**src/rtl/wdt_pkg.sv**
```systemverilog
// Shared types and constants for the windowed watchdog supervisor.
package wdt_pkg;

  localparam int WDT_W = 32;
  localparam logic [WDT_W-1:0] WDT_ONE = {{(WDT_W-1){1'b0}}, 1'b1};

  typedef enum logic {
    WDT_RUN  = 1'b0,
    WDT_FIRE = 1'b1
  } wdt_state_e;

  typedef enum logic [1:0] {
    WDT_CAUSE_NONE    = 2'd0,
    WDT_CAUSE_TIMEOUT = 2'd1,
    WDT_CAUSE_EARLY   = 2'd2
  } wdt_cause_e;

  // Lengths and periods of zero are meaningless; they are promoted to one.
  function automatic logic [WDT_W-1:0] wdt_nonzero(input logic [WDT_W-1:0] v);
    return (v == '0) ? WDT_ONE : v;
  endfunction

endpackage

```
**src/rtl/wdt_pulse_stretcher.sv**
```systemverilog
// Holds pulse high for a loaded number of cycles; done marks the final cycle.
module wdt_pulse_stretcher
  import wdt_pkg::*;
(
  input  logic             i_clk,
  input  logic             i_reset,
  input  logic             start,
  input  logic [WDT_W-1:0] len,
  output logic             pulse,
  output logic             done
);

  logic [WDT_W-1:0] remaining;

  // NOTE: sequential state uses non-blocking assignments and a synchronous
  // reset, so every register here updates only on the clock edge.
  always_ff @(posedge i_clk) begin
    if (i_reset) begin
      pulse     <= 1'b0;
      remaining <= '0;
    end else if (start) begin
      pulse     <= 1'b1;
      remaining <= wdt_nonzero(len) - WDT_ONE;
    end else if (pulse) begin
      if (remaining == '0) begin
        pulse <= 1'b0;
      end else begin
        remaining <= remaining - WDT_ONE;
      end
    end
  end

  assign done = pulse && (remaining == '0);

endmodule

```
**src/rtl/window_watchdog_mips.sv**
```systemverilog
// Windowed watchdog: counts cycles between kicks and fires a stretched reset
// on a late or early kick. Only i_reset clears its own state.
module window_watchdog_mips
  import wdt_pkg::*;
#(
  parameter logic [WDT_W-1:0] DEFAULT_PERIOD = 32'd1000,
  parameter logic [WDT_W-1:0] DEFAULT_WINDOW = 32'd0
) (
  input  logic             i_clk,
  input  logic             i_reset,
  input  logic             i_clrwdt,
  input  logic [WDT_W-1:0] i_wait_period,
  input  logic             i_wait_period_w_en,
  input  logic [WDT_W-1:0] i_window_open,
  input  logic             i_window_w_en,
  input  logic [WDT_W-1:0] i_rst_period,
  output logic             o_hardware_rst,
  output logic [WDT_W-1:0] o_count,
  output logic             o_state,
  output logic [1:0]       o_cause,
  output logic [7:0]       o_fire_cnt
);

  wdt_state_e       state_q, state_d;
  wdt_cause_e       cause_q, cause_d;
  logic [WDT_W-1:0] period_q, period_d;
  logic [WDT_W-1:0] window_q, window_d;
  logic [WDT_W-1:0] count_q, count_d;
  logic [7:0]       fire_cnt_q, fire_cnt_d;
  logic             fire_start;
  logic             pulse_done;
  logic             kick_valid;
  logic             kick_early;
  logic             timeout;

  assign kick_valid = i_clrwdt && ((window_q == '0) || (count_q >= window_q));
  assign kick_early = i_clrwdt && !kick_valid;
  assign timeout    = (count_q == period_q - WDT_ONE);

  // NOTE: every *_d signal takes its hold value first, so no branch below
  // can leave one unassigned and infer a latch.
  always_comb begin
    state_d    = state_q;
    cause_d    = cause_q;
    period_d   = period_q;
    window_d   = window_q;
    count_d    = count_q;
    fire_cnt_d = fire_cnt_q;
    fire_start = 1'b0;

    case (state_q)
      WDT_RUN: begin
        if (i_window_w_en) begin
          window_d = i_window_open;
        end
        // A period write restarts the count and masks any fire this cycle.
        if (i_wait_period_w_en) begin
          period_d = wdt_nonzero(i_wait_period);
          count_d  = '0;
        end else if (kick_valid) begin
          count_d = '0;
        end else if (kick_early || timeout) begin
          state_d    = WDT_FIRE;
          cause_d    = kick_early ? WDT_CAUSE_EARLY : WDT_CAUSE_TIMEOUT;
          count_d    = '0;
          fire_start = 1'b1;
          if (fire_cnt_q != 8'hFF) begin
            fire_cnt_d = fire_cnt_q + 8'd1;
          end
        end else begin
          count_d = count_q + WDT_ONE;
        end
      end
      WDT_FIRE: begin
        if (pulse_done) begin
          state_d = WDT_RUN;
          count_d = '0;
        end
      end
    endcase
  end

  always_ff @(posedge i_clk) begin
    if (i_reset) begin
      state_q    <= WDT_RUN;
      cause_q    <= WDT_CAUSE_NONE;
      period_q   <= wdt_nonzero(DEFAULT_PERIOD);
      window_q   <= DEFAULT_WINDOW;
      count_q    <= '0;
      fire_cnt_q <= '0;
    end else begin
      state_q    <= state_d;
      cause_q    <= cause_d;
      period_q   <= period_d;
      window_q   <= window_d;
      count_q    <= count_d;
      fire_cnt_q <= fire_cnt_d;
    end
  end

  wdt_pulse_stretcher u_stretch (
    .i_clk   (i_clk),
    .i_reset (i_reset),
    .start   (fire_start),
    .len     (i_rst_period),
    .pulse   (o_hardware_rst),
    .done    (pulse_done)
  );

  assign o_count    = count_q;
  assign o_state    = (state_q == WDT_FIRE);
  assign o_cause    = cause_q;
  assign o_fire_cnt = fire_cnt_q;

endmodule

```
**config.mk**
```make
export PLATFORM = sky130hd
export DESIGN_NAME = window_watchdog_mips
export DESIGN_NICKNAME = d
export VERILOG_FILES = /design/src/rtl/wdt_pkg.sv /design/src/rtl/wdt_pulse_stretcher.sv /design/src/rtl/window_watchdog_mips.sv
export SDC_FILE = /design/constraint.sdc
export NUM_CORES = 1
export LEC_CHECK = 0
export BUFFER_PORTS_ARGS = -buffer_cell sky130_fd_sc_hd__buf_2
export CAP_MARGIN = 20
export CORE_MARGIN = 2
export CORE_UTILIZATION = 25
export CTS_CLUSTER_DIAMETER = 50
export DETAILED_ROUTE_END_ITERATION = 16
export SLEW_MARGIN = 20
export SYNTH_ARGS = -nofsm -noshare
export SYNTH_HDL_FRONTEND = slang
export SYNTH_SLANG_ARGS = --single-unit
```
**constraint.sdc**
```tcl
create_clock -name i_clk -period 7.4 [get_ports i_clk]
set_input_delay 0 -clock i_clk [delete_from_list [all_inputs] [get_ports i_clk]]
set_output_delay 0 -clock i_clk [all_outputs]
set_load 0.005 [all_outputs]
```
* Word-level counts from Yosys, hierarchy flattened
Index checks and enable logic that the tools add are counted.
Storage, ports and cells: register bits after elaboration 140, latch bits 0, bits in writable memories 0, bits in read-only memories 0, input bits 101, output and inout bits 44, word-level logic and storage cells 57, memories 0
Operators by class: $add $sub $neg 5, $mul 0, div/mod/pow operators 0, magnitude comparators 1, equal/unequal tests 4, shift-type cells 0, multiplexer cells 20, bitwise operators 3, reduce and logical (&&, ||, !) cells 16
Operator list (count):
- $mux W32 | 9
- $logic_not A32 Y1 | 4
- $sub A32 B1 Y32 const B | 3
- $pmux W32 S2 | 1
- $add A32 B1 Y32 const B | 1
- $eq A32 B32 Y1 | 1
- $ge A32 B32 Y1 | 1
- $add A8 B1 Y8 const B | 1
- $mux W1 | 8
- $ne A8 B8 Y1 const B | 1
- $reduce_and A2 Y1 | 3
- $reduce_and A5 Y1 | 1
- $reduce_and A4 Y1 | 1
- $logic_and A1 B1 Y1 | 3
- $not A1 Y1 | 3
- $logic_or A1 B1 Y1 | 2
- $mux W2 | 1
- $ne A2 B1 Y1 const B | 1
- $ne A2 B2 Y1 const B | 1
- $pmux W1 S2 | 1
- $reduce_bool A2 Y1 | 1
- $logic_not A1 Y1 | 1

* Depth between registers and ports, before layout
depth in word-level cells 12, gate-level depth with buffers 23, depth with buffers taken out 20

* By module
Synthesis repeated with hierarchy kept, for this count alone.
Second synthesis, totals: cells, all modules 1161, area, all modules 9057.4 um2
Modules (own cells, without submodules):
- window_watchdog_mips | instances 1, cells an instance 802, area each 6238.5 um2, sequential area each 2142.1 um2
- wdt_pulse_stretcher | instances 1, cells an instance 359, area each 2819.0 um2, sequential area each 660.6 um2

* Worst setup path after synthesis
OpenSTA, ideal clock, no wires.
path kind register to register, start register period_q[0], end register u_stretch.remaining[30], setup time 136 ps, arrival 4967 ps, data required time 7264 ps, slack 2296 ps, cell stages (with the launch flop) 23, buffers on the path 3, period minus slack after synthesis 5104 ps, path through dfxtp_1 inv_1 ha_1 or4b_1 buf_2 nor4_4 a21oi_1 a211o_1 and3_1 o211a_1 a31oi_4 buf_6 buf_2 mux2i_1 ha_1 nand4_1 or4_1 nor3_1 nand2_1 or4_1 nor2_1 xnor2_1 o22ai_1
Between the ends: word-level cells in the longest chain between the ends 9, elaborated cells on any way between the ends 11, those cells by class 1 x add/sub; 2 x eq/ne; 5 x mux; 3 x reduce/logical
Ends and longest elaborated chain:
- start, declared | line window_watchdog_mips.sv:26 | logic [WDT_W-1:0] period_q, period_d;
- start signal, assigned | line window_watchdog_mips.sv:87 | period_q <= wdt_nonzero(DEFAULT_PERIOD);
- start signal, assigned | line window_watchdog_mips.sv:94 | period_q <= period_d;
- $sub A32 B1 Y32 (*) | line window_watchdog_mips.sv:38 | assign timeout = (count_q == period_q - WDT_ONE);
- $eq A32 B32 Y1 (*) | line window_watchdog_mips.sv:38
- $logic_or A1 B1 Y1 (*) | line window_watchdog_mips.sv:62 | end else if (kick_early || timeout) begin
- $mux W1 (*) | line window_watchdog_mips.sv:62
- $mux W1 (*) | line window_watchdog_mips.sv:60 | end else if (kick_valid) begin
- $mux W1 (*) | line window_watchdog_mips.sv:57 | if (i_wait_period_w_en) begin
- $mux W1 (*) | line window_watchdog_mips.sv:51 | case (state_q)
- $ne A2 B2 Y1 (no source line) or $reduce_bool A2 Y1 (tied branches)
- $reduce_and A2 Y1 (no source line)
- end signal, assigned | line wdt_pulse_stretcher.sv:23 | remaining <= wdt_nonzero(len) - WDT_ONE;
- end signal, assigned | line wdt_pulse_stretcher.sv:28 | remaining <= remaining - WDT_ONE;
- end, declared | line wdt_pulse_stretcher.sv:13 | logic [WDT_W-1:0] remaining;
Mark *: on every way between the ends. The rest lies on a longest branch, timed or not. A chain may end at the register's enable or synchronous reset.

* Worst setup path after layout
start register period_q[2], end register u_stretch.remaining[30]
Same word-level chain as after synthesis.

==> impl_metrics.json <==
{
  "hold_path_class": "in -> reg",
  "syn_area_mm2": 0.00877,
  "synth_common_cells": "170 x nand2_1, 140 x dfxtp_1, 114 x a21oi_1",
  "ys_seq_area_share_pct": 32.0,
  "antenna_left": 0,
  "p_sw_w": 0.000613,
  "pre_cts_ws_ps": 1900,
  "ys_async_sr_fraction_pct": 0,
  "die_area_mm2": 0.0366,
  "grt_overflow_total": 0,
  "clk_path_buf_depth": 2,
  "synth-seq-cells": 140,
  "syn_area_per_cell_um2": 7.63,
  "skew_ps": 14.5,
  "gp_congestion": 0.865,
  "fp-row-count": 68,
  "core_area_mm2": 0.0345,
  "cts_root_buf": "clkbuf_16",
  "leakagePower_nw": 4.39,
  "r2r_end": "u_stretch.remaining[30]",
  "r2r_cells": 18,
  "path_max_fanout": 11,
  "crit_type": "reg -> reg",
  "netlist.area_leader.share_pct": 32.0,
  "area_growth_pct": 28.3,
  "io_buffer_count": 144,
  "power.internal_w": 0.00140,
  "ioPinCount": 145,
  "grt_max_degree": 69,
  "hold_path_depth": 5,
  "synth_cells": 1149,
  "status": "finished, final reports clean",
  "setup_viol_count_final": 0,
  "vias": 8898,
  "cts_sinks": 140,
  "synth_area_leaders": "dfxtp_1 32%, nand2_1 7.3%, a21oi_1 6.5%",
  "rsz0062_at_grt": "false",
  "yosysMostFrequentCell": "nand2_1",
  "crit_family": "simple AND/OR/NAND/NOR gates",
  "rrSetupSlack_ps": 1390,
  "synth_top_area_cell": "dfxtp_1",
  "p_comb_share_pct": 18.3,
  "die_w_um": 191,
  "hpwlAfterDp_mm": 20.0,
  "cp-end-kind": "flip-flop",
  "critPathBufInv": 1,
  "grt_usage_pct": 15.1,
  "cts.repair.resized": 0,
  "cts_buffers": 17,
  "cts_tree": "done",
  "routed_via_density": 4.91,
  "cts_setup_buffers": 0,
  "crit_chain": "nor3_1 > and4_1 > nand3_1 > or4b_1 > a2bb2oi_1 > o211a_1 > a31oi_4 > mux2i_1 > ha_1 > nor3b_1 > nand2b_1 > nor2_1 > and2_1 > nand3b_1 > nor3_1 > xnor2_1 > dlygate4sd3_1 > o22ai_1",
  "drcViolationCount": 0,
  "max-cap-violations": 0,
  "finalCritPeriodShare_pct": 81.2,
  "drt_iter0_drc": 544,
  "routed_wl_mm": 27.4,
  "clkTransAtPathRegs_ps": 60,
  "drive_above_1_share_pct": 15.0,
  "p_sw_share_pct": 30.5,
  "die_h_um": 191,
  "clk_latency_ps": 430,
  "ir_drop_v": 0.000154,
  "htreeDepth": 4,
  "cp.depth": 18,
  "routedWlPerCell_um": 15.1,
  "syn_nets": 1286,
  "ys_types": 76,
  "grt_pass1_wl_mm": 44.1,
  "r2r-start": "period_q[2]",
  "synth-warning-count": 0,
  "slowest_stage": "nor3_1",
  "nets": 1480,
  "cp_common_cell": "nor3_1",
  "cp_data_arrival_time_ps": 6280,
  "slew_headroom_pct": 43.9,
  "hold_violations": 0,
  "min_period_ps": 6010,
  "startpoint_type": "flip-flop",
  "power_density_mw_per_mm2": 178,
  "cp-startpoint": "period_q[2]",
  "clockPowerShare_pct": 39.5,
  "fmax_mhz": 166,
  "drv_slew": 0,
  "cp_data_required_time_ps": 7670,
  "fillers": 3728,
  "fin_ws_ps": 1390,
  "synth_flop_cell": "dfxtp_1",
  "worst_pin_slew_ps": 830,
  "setup_tns_ps": 0,
  "initial_utilization_pct": 25.4,
  "synth_edf_count": 0,
  "antenna_found_initial": 1,
  "critical-path-max-stage-delay_ps": 620,
  "postCtsHoldBufs": 86,
  "grt_pass1_vias": 8652,
  "p_seq_share_pct": 42.2,
  "hold_slack_ps": 20.1,
  "dr.pass1.iters": 6,
  "cp-endpoint": "u_stretch.remaining[30]"
}
[through the flow]
step	util (%)	instances	power (W)	area [um2]
2_1_floorplan	-	1149	0.00109	8770
3_3_place_gp	28.5	1693	0.00119	9840
3_5_place_dp	28.5	1693	0.00119	9840
4_1_cts	32.6	1811	0.00203	11200
5_1_grt	32.6	1812	0.00212	11300
6_report	32.6	1812	0.00201	11300
[metal layers]
layer / track usage (%) / wire (um) / up-vias
met5: 0 / 0 / -
met4: 4.91 / 495 / 0
met3: 3.10 / 1270 / 33
met2: 26.7 / 13600 / 201
met1: 18.1 / 12000 / 4140
li1: - / - / 4524
[how the worst min path moves through the flow]
stage                            startpoint                      to
after floorplan            i_wait_period[3]             period_q[3]
after global placement     i_window_open[2]             window_q[2]
after detailed placement  i_window_open[12]            window_q[12]
after CTS                   i_rst_period[4]  u_stretch.remaining[4]
after global routing        i_rst_period[4]  u_stretch.remaining[4]
final                       i_rst_period[4]  u_stretch.remaining[4]
[cell families after synthesis]
| family | synth area share, % |
|---|---|
| flops | 32.0 |
| mux | 0.728 |
| fa+ha+maj | 5.14 |
| xor+xnor | 9.39 |
| compound gates | 16.4 |
| simple gates | 31.5 |
| buf+inv | 4.88 |
[power groups by stage]
stage,logic [W],registers [W],clock network [W]
6_report,0.000367,0.000848,0.000794
5_1_grt,0.000414,0.000856,0.000852
4_1_cts,0.000367,0.000848,0.000820
3_5_place_dp,0.000330,0.000864,0
3_3_place_gp,0.000325,0.000863,0
2_1_floorplan,0.000243,0.000846,0
[worst min-delay path, delay by kind of cell]
kind	cells	cell delay, ps
compound gates	1	50
xor+xnor	1	80
buf+inv	1	130
simple gates	2	150
[placed cells by master, fill, tap and decap left out, types with 17 or more instances in the layout]
cell type and count:
nand2_1 170, buf_2 143, dfxtp_1 140, a21oi_1 114, nor2_1 93, dlygate4sd3_1 86
xnor2_1 63, nor4_1 45, inv_1 42, ha_1 36, nor3_1 34, o21ai_0 32
xor2_1 31, nand3_1 28, and3_1 21, nand4_1 21, or3_1 17, nor3b_1 17
clkbuf_16 17
[sequential cells by signal, summed over array words and instances (netlist names)]
| register | count |
|---|---|
| o_count | 32 |
| period_q | 32 |
| u_stretch.remaining | 32 |
| window_q | 32 |
| o_fire_cnt | 8 |
| o_cause | 2 |
| o_state | 1 |
| u_stretch.pulse | 1 |
[layout make-up]
| class | count | area, um2 | area share, % |
|---|---|---|---|
| multi-input combinational | 906 | 5560 | 49.4 |
| sequential | 140 | 2800 | 24.9 |
| timing repair buffer | 235 | 1620 | 14.4 |
| tap | 455 | 569 | 5.06 |
| clock buffer | 18 | 429 | 3.81 |
| inverter | 43 | 161 | 1.43 |
| clock inverter | 14 | 113 | 1.00 |
| antenna | 1 | 2.50 | 0.0222 |
(Power assumes the default switching activity.)
